### config.mk
export PLATFORM = sky130hd
export DESIGN_NAME = mem_slot_scheduler
export DESIGN_NICKNAME = d
export VERILOG_FILES = /design/src/rtl/mem_slot_scheduler.sv
export SDC_FILE = /design/constraint.sdc
export NUM_CORES = 1
export LEC_CHECK = 0
export ABC_AREA = 1
export BUFFER_PORTS_ARGS = -buffer_cell sky130_fd_sc_hd__buf_2
export CAP_MARGIN = 30
export CELL_PAD_IN_SITES_DETAIL_PLACEMENT = 1
export CELL_PAD_IN_SITES_GLOBAL_PLACEMENT = 2
export CORE_MARGIN = 2
export CORE_UTILIZATION = 20
export DETAILED_ROUTE_END_ITERATION = 6
export GPL_ROUTABILITY_DRIVEN = 0
export HOLD_SLACK_MARGIN = 0.02
export MAX_ROUTING_LAYER = met4
export PLACE_DENSITY = 0.77
export SLEW_MARGIN = 20
export SYNTH_ARGS = -nofsm -noshare
export SYNTH_HDL_FRONTEND = slang
export SYNTH_SLANG_ARGS = --single-unit
### constraint.sdc
create_clock -name clk -period 1.6 [get_ports clk]
set_clock_uncertainty 0.05 [all_clocks]
set_input_delay 0.24 -clock clk [delete_from_list [all_inputs] [get_ports clk]]
set_output_delay 0.24 -clock clk [all_outputs]
set_load 0.05 [all_outputs]
### src/rtl/mem_slot_scheduler.sv
// Shared RAM/ROM bus slot scheduler: sequences 4-phase windows, alternates VID/CPU slots
// and grants each window to CPU, video, sound or one of two floppy readers.
module mem_slot_scheduler #(
  parameter int ADDR_W = 22
) (
  input  logic              clk,
  input  logic              _systemReset,
  input  logic              cep,
  input  logic              cpuReq,
  input  logic              cpuWe,
  input  logic [ADDR_W-1:0] cpuAddr,
  input  logic              vidReq,
  input  logic [ADDR_W-1:0] vidAddr,
  input  logic              sndReq,
  input  logic [ADDR_W-1:0] sndAddr,
  input  logic              dskReqInt,
  input  logic [ADDR_W-1:0] dskAddrInt,
  input  logic              dskReqExt,
  input  logic [ADDR_W-1:0] dskAddrExt,
  output logic [ADDR_W-1:0] memAddr,
  output logic              memOe,
  output logic              memWe,
  output logic              cpuBusControl,
  output logic              videoBusControl,
  output logic              loadSound,
  output logic              dskReadAckInt,
  output logic              dskReadAckExt,
  output logic [1:0]        phase
);

  typedef enum logic [2:0] {
    OWN_NONE, OWN_CPU, OWN_VID, OWN_SND, OWN_DSKI, OWN_DSKE
  } owner_t;

  owner_t            owner, owner_next;
  logic              slot_cpu, next_slot_cpu;
  logic              wr_latch, snd_pending, snd_req_d, last_ext;
  logic              window_start, snd_edge, grant_snd, rd_ok, wr_ok, strobe_phase;
  logic [1:0]        phase_next;
  logic [ADDR_W-1:0] addr_next;
  owner_t            dsk_owner;

  always_comb begin
    phase_next    = phase + 2'd1;
    window_start  = cep && (phase == 2'd3);
    next_slot_cpu = ~slot_cpu;
    snd_edge      = sndReq & ~snd_req_d;

    // Alternate between the two floppies when both are waiting.
    dsk_owner = OWN_NONE;
    if (dskReqInt && dskReqExt) dsk_owner = last_ext ? OWN_DSKI : OWN_DSKE;
    else if (dskReqInt)         dsk_owner = OWN_DSKI;
    else if (dskReqExt)         dsk_owner = OWN_DSKE;

    owner_next = OWN_NONE;
    if (next_slot_cpu) begin
      if (cpuReq) owner_next = OWN_CPU;
      else        owner_next = dsk_owner;
    end else begin
      if (vidReq)           owner_next = OWN_VID;
      else if (snd_pending) owner_next = OWN_SND;
      else                  owner_next = dsk_owner;
    end

    unique case (owner_next)
      OWN_CPU:  addr_next = cpuAddr;
      OWN_VID:  addr_next = vidAddr;
      OWN_SND:  addr_next = sndAddr;
      OWN_DSKI: addr_next = dskAddrInt;
      OWN_DSKE: addr_next = dskAddrExt;
      default:  addr_next = memAddr;
    endcase

    grant_snd    = window_start && (owner_next == OWN_SND);
    strobe_phase = (phase_next == 2'd1) || (phase_next == 2'd2);
    wr_ok        = (owner == OWN_CPU) && wr_latch;
    rd_ok        = (owner != OWN_NONE) && !wr_ok;
  end

  always_ff @(posedge clk or negedge _systemReset) begin
    if (!_systemReset) begin
      phase           <= 2'd0;
      slot_cpu        <= 1'b0;
      owner           <= OWN_NONE;
      wr_latch        <= 1'b0;
      snd_pending     <= 1'b0;
      snd_req_d       <= 1'b0;
      last_ext        <= 1'b1;
      memAddr         <= '0;
      memOe           <= 1'b0;
      memWe           <= 1'b0;
      cpuBusControl   <= 1'b0;
      videoBusControl <= 1'b0;
      loadSound       <= 1'b0;
      dskReadAckInt   <= 1'b0;
      dskReadAckExt   <= 1'b0;
    end else begin
      snd_req_d     <= sndReq;
      // An edge arriving in the grant clock stays pending for a later window.
      snd_pending   <= (snd_pending && !grant_snd) || snd_edge;
      loadSound     <= 1'b0;
      dskReadAckInt <= 1'b0;
      dskReadAckExt <= 1'b0;
      if (cep) begin
        phase <= phase_next;
        memOe <= strobe_phase && rd_ok;
        memWe <= strobe_phase && wr_ok;
        if (phase == 2'd2) begin
          loadSound     <= (owner == OWN_SND);
          dskReadAckInt <= (owner == OWN_DSKI);
          dskReadAckExt <= (owner == OWN_DSKE);
        end
        if (window_start) begin
          slot_cpu        <= next_slot_cpu;
          owner           <= owner_next;
          memAddr         <= addr_next;
          cpuBusControl   <= (owner_next == OWN_CPU);
          videoBusControl <= (owner_next == OWN_VID);
          if (owner_next == OWN_CPU)  wr_latch <= cpuWe;
          if (owner_next == OWN_DSKI) last_ext <= 1'b0;
          if (owner_next == OWN_DSKE) last_ext <= 1'b1;
        end
      end
    end
  end

endmodule

After elaboration in Yosys (flattened, before gate mapping)
Cells that the tools add are included.
{"block": "word_totals", "register_bits": 39, "inputBits": 119}
{"block": "classes", "add_sub_neg": 1, "n_eq_ne": 13, "muxes": 17, "bitwise": 3, "reduce_logical": 19}
{"op": "$pmux W22 S5", "count": 1}
{"op": "$mux W3", "count": 7}
{"op": "$eq A3 B3 Y1 const B", "count": 4}
{"op": "$eq A3 B2 Y1 const B", "count": 3}
{"op": "$mux W1", "count": 9}
{"op": "$reduce_and A3 Y1", "count": 3}
{"op": "$logic_and A1 B1 Y1", "count": 8}
{"op": "$eq A2 B2 Y1 const B", "count": 3}
{"op": "$eq A3 B1 Y1 const B", "count": 2}
{"op": "$reduce_bool A5 Y1", "count": 1}
{"op": "$reduce_bool A3 Y1", "count": 1}
{"op": "$add A2 B1 Y2 const B", "count": 1}
{"op": "$eq A2 B1 Y1 const B", "count": 1}
{"op": "$logic_not A1 Y1", "count": 2}
{"op": "$logic_or A1 B1 Y1", "count": 2}
{"op": "$not A1 Y1", "count": 2}
{"op": "$reduce_and A2 Y1", "count": 1}
{"op": "$reduce_bool A2 Y1", "count": 1}
{"op": "$and A1 B1 Y1", "count": 1}

Depth between registers and ports, before layout
{"block": "depth", "depth_word": 11, "depth_mapped": 13, "ltp_nobuf": 11}

Worst setup path after synthesis
No wires, ideal clock.
{"block": "synth_path", "kind": "reg2reg", "from": "register phase[0]", "to": "register memAddr[3]", "setup_ns": 0.118, "arrival_ns": 1.655, "t_required_ns": 1.432, "path_slack_ns": -0.223, "path_stages_with_launch": 9, "path_buffers": 1, "period_less_slack_ns": 1.823, "path_cell_list": "dfrtp_1 > ha_1 > nand2_2 > inv_2 > nand2_1 > clkbuf_1 > o21ai_0 > nand2_1 > nand2_1"}
{"block": "synth_between", "elab_chain_cells": 3}
{"item": "from (decl)", "line": "28", "rtl": "output logic [1:0] phase"}
{"item": "from (signal assigned)", "line": "105", "rtl": "phase <= phase_next;"}
{"item": "$eq A2 B2 Y1", "line": "45", "rtl": "window_start = cep && (phase == 2'd3);"}
{"item": "$logic_and A1 B1 Y1", "line": "45"}
{"item": "$reduce_and A3 Y1 (no line)"}
{"item": "to (signal assigned)", "line": "116", "rtl": "memAddr <= addr_next;"}
{"item": "to (decl)", "line": "20", "rtl": "output logic [ADDR_W-1:0] memAddr,"}
Every way passes these cells.
A chain may end at the register's enable or synchronous reset.

Worst setup path after layout
{"block": "layout_path", "from": "register last_ext", "to": "register memAddr[21]"}
{"block": "layout_between", "elab_chain_cells": 8}
{"item": "from (decl)", "line": "37", "rtl": "logic wr_latch, snd_pending, snd_req_d, last_ext;"}
{"item": "from (signal assigned)", "line": "88", "rtl": "last_ext <= 1'b1;"}
{"item": "from (signal assigned)", "line": "120", "rtl": "if (owner_next == OWN_DSKI) last_ext <= 1'b0;"}
{"item": "from (signal assigned)", "line": "121", "rtl": "if (owner_next == OWN_DSKE) last_ext <= 1'b1;"}
{"item": "$mux W1 *", "line": "51", "rtl": "if (dskReqInt && dskReqExt) dsk_owner = last_ext ? OWN_DSKI : OWN_DSKE;"}
{"item": "$mux W3 *", "line": "51"}
{"item": "$mux W3", "line": "61", "rtl": "else if (snd_pending) owner_next = OWN_SND;"}
{"item": "$mux W3", "line": "60", "rtl": "if (vidReq) owner_next = OWN_VID;"}
{"item": "$mux W3 *", "line": "56", "rtl": "if (next_slot_cpu) begin"}
{"item": "$eq A3 B2 Y1, or another cell as far along", "line": "65", "rtl": "unique case (owner_next)"}
{"item": "$reduce_bool A5 Y1 (no line)"}
{"item": "$reduce_and A3 Y1 (no line)"}
Every way passes the cells marked *; elsewhere a longest branch is shown, timed or not.

==> results_dict.tcl <==
set metrics [dict create \
    cts-root-buf "clkbuf_16" \
    whs_endpoint "wr_latch$_DFFE_PN0P_" \
    p_leak_nw 2.59 \
    cts_tree "yes" \
    placed_cell_area_sq_mm 0.00391 \
    fin_nets 746 \
    synth_area_sq_mm 0.00280 \
    synthCells 446 \
    post_drt_wl_per_cell_um 16.7 \
    grt_pass1_wl_um 20200 \
    setup_tns_ns -0.176 \
    postSynthAreaPerCell_sq_um 6.28 \
    die_h_um 122 \
    core-area_sq_mm 0.0138 \
    whs_path_depth 3 \
    row_count 43 \
    instances_no_fill 807 \
    violations "negative setup slack" \
    cts.clk_slew.worst_paths_ns 0.06 \
    worstMarginPinSlew_ns 0.569 \
    final.min_clock_period_ns 1.64 \
    hold_path_class "input port to flop" \
    synthArstFlopShare 1.00 \
    slew_headroom 0.621 \
    critPathMaxFanout 7 \
    yosysWarningCount 0 \
    vias_per_cell 4.50 \
    seq_area_frac_synth 0.349 \
    layout-drive-gt1-share 0.407 \
    netlist_top_cells_area "dfrtp_1 34%, nand2_1 20%, nand3_1 13%" \
    cts.htree.levels 2 \
    die_w_um 122 \
    hpwl_um 9740 \
    cts_sinks 39 \
    reg2reg_depth 11 \
    synth_cell_type_count 24 \
    synth_most_common_cell "nand2_1" \
    setup-violations-final 17 \
    vias 3635 \
    rr_startpoint "last_ext$_DFFE_PN1P_" \
    synth_seq_cells 39 \
    status "complete, but fails checks" \
    syn2layout_area_growth_pct 62.9 \
    start_util 0.203 \
    period_share 1.03 \
    hold_ws_ns 0.193 \
    die-area_sq_mm 0.0150 \
    finalWorstSetupSlack_ns -0.0415 \
    io_buffers 149 \
    regToRegSetupSlack_ns -0.04 \
    grt_setup_unrepaired "yes" \
    synth_ff_type "dfrtp_1" \
    dp_cells 779 \
    grt_max_degree 24 \
    cts_buffers 5 \
    track_usage 0.181 \
    yosys.area.top_type_share 0.339 \
    crit_path_end_kind "flop" \
    drc 0 \
    synth_top_area_cell "dfrtp_1" \
    critPathArrivalTime_ns 1.82 \
    fin_area_sq_mm 0.00456 \
    antenna_left 0 \
    syn_nets 567 \
    powerDensity_mw_per_mm2 1960 \
    final-hold-violation-count 0 \
    startpoint_type "flop" \
    criticalPathCategory "flop to flop" \
    fmax_mhz 609 \
    cap_violations 0 \
    cts_buffer_depth 2 \
    required_ns 1.77 \
    regToRegEndpoint "memAddr[21]$_DFFE_PN0P_" \
    antenna_found_initial 1 \
    grt-ovfl-total 0 \
    grt_pass1_vias 3756 \
    synth_edf_count 0 \
    synth_commonest_cells "153 x nand2_1, 70 x nand3_1, 57 x inv_1, 38 x dfrtp_1, 23 x nand4_1" \
    ios 150 \
    maxSlewViolCount 0 \
    first_iter_violations 137 \
    min_from "cpuWe" \
    ir_drop_uv 514 \
    clkLatencyLatePin_ns 0.29 \
    dr.pass1.iters 4 \
    routed_wl_um 13500 \
    finish.utilization 0.331 \
]
[state kept, by name, summed over array words and instances (netlist names)]
register,flops
memAddr,22
owner,3
phase,2
cpuBusControl,1
dskReadAckExt,1
dskReadAckInt,1
last_ext,1
loadSound,1
memOe,1
memWe,1
slot_cpu,1
snd_pending,1
snd_req_d,1
videoBusControl,1
wr_latch,1
[cell families after synthesis]
kind of cell,count (synthesis),synth area share
XOR/XNOR,3,0.00938
flip-flops,39,0.349
AO/OA/AOI/OAI,34,0.0625
buffers and inverters,94,0.142
AND/OR/NAND/NOR,274,0.429
adder cells (fa/ha/maj),2,0.00893
[placed cells by master, fill, tap and decap left out, types with 5 or more instances in the layout]
master / count
buf_2: 149
nand2_1: 140
inv_1: 57
nand3_1: 53
dfrtp_1: 36
nand4_1: 23
buf_4: 20
nor2_1: 18
a21oi_1: 17
nand3_2: 17
buf_6: 13
o21ai_0: 12
nand2_2: 9
inv_2: 9
clkbuf_16: 7
nor2_4: 5
buf_12: 5
[timing repair]
item                                    CTS  global route
endpoints found under the setup margin   24            22
hold buffers                              2             0
buffers inserted                          5             6
gates resized for setup                  41            32
gates cloned                              4             3
endpoints found under the hold margin    19             0
pin swaps                                11            10
[report_power, final]
part | leakage (nW) | internal, W | switching (W)
clock | 0.0669 | 0.000576 | 0.000412
combinational | 2.04 | 0.00219 | 0.00405
sequential | 0.483 | 0.00142 | 0.000296
[area by class of cell]
cell class | count | area (sq um)
Clock inverter | 2 | 12.5
Inverter | 67 | 256
Antenna cell | 1 | 2.50
Tap cell | 180 | 225
Sequential cell | 39 | 980
Timing Repair Buffer | 196 | 1290
Multi-Input combinational cell | 316 | 1670
Clock buffer | 6 | 129
Fill cell | 1773 | 9210
[stage by stage]
step | worst slack (ns) | power (W)
2_1_floorplan | 0.0175 | 0.00528
3_3_place_gp | -0.214 | 0.00681
3_5_place_dp | -0.286 | 0.00691
4_1_cts | -0.0164 | 0.00850
5_1_grt | -0.139 | 0.00963
6_report | -0.0415 | 0.00895
[worst max-delay path: stages (launching register included)]
cell and delay, ns:
dfstp_2 0.56, nand2_2 0.06, nand2_2 0.08, nand2_2 0.07, nand2_2 0.08, nand2_4 0.10
nand2_8 0.14, buf_8 0.15, nand3_1 0.09, nand3_2 0.08, nand2_1 0.06, nand2_1 0.05
[worst max path at each step]
| stage | start | endpoint | slack, ns | cells past startpoint |
|---|---|---|---|---|
| CTS | last_ext$_DFFE_PN1P_ | memAddr[2]$_DFFE_PN0P_ | -0.02 | 11 |
| global placement | dskReqInt | memAddr[12]$_DFFE_PN0P_ | -0.21 | 9 |
| finish | last_ext$_DFFE_PN1P_ | memAddr[21]$_DFFE_PN0P_ | -0.04 | 11 |
| detailed placement | slot_cpu$_DFFE_PN0P_ | memAddr[21]$_DFFE_PN0P_ | -0.29 | 8 |
| floorplan | phase[0]$_DFFE_PN0P_ | memAddr[0]$_DFFE_PN0P_ | 0.02 | 9 |
| global route | last_ext$_DFFE_PN1P_ | memAddr[21]$_DFFE_PN0P_ | -0.14 | 11 |
[per-layer routing]
metal / share of wire / GRT usage / up-vias
li1: - / - / 1777
met2: 0.50 / 0.304 / 116
met5: 0 / - / -
met4: 0.019 / 0.0575 / 0
met3: 0.062 / 0.0325 / 20
met1: 0.42 / 0.220 / 1722
Power figures use the tool's default switching activity.
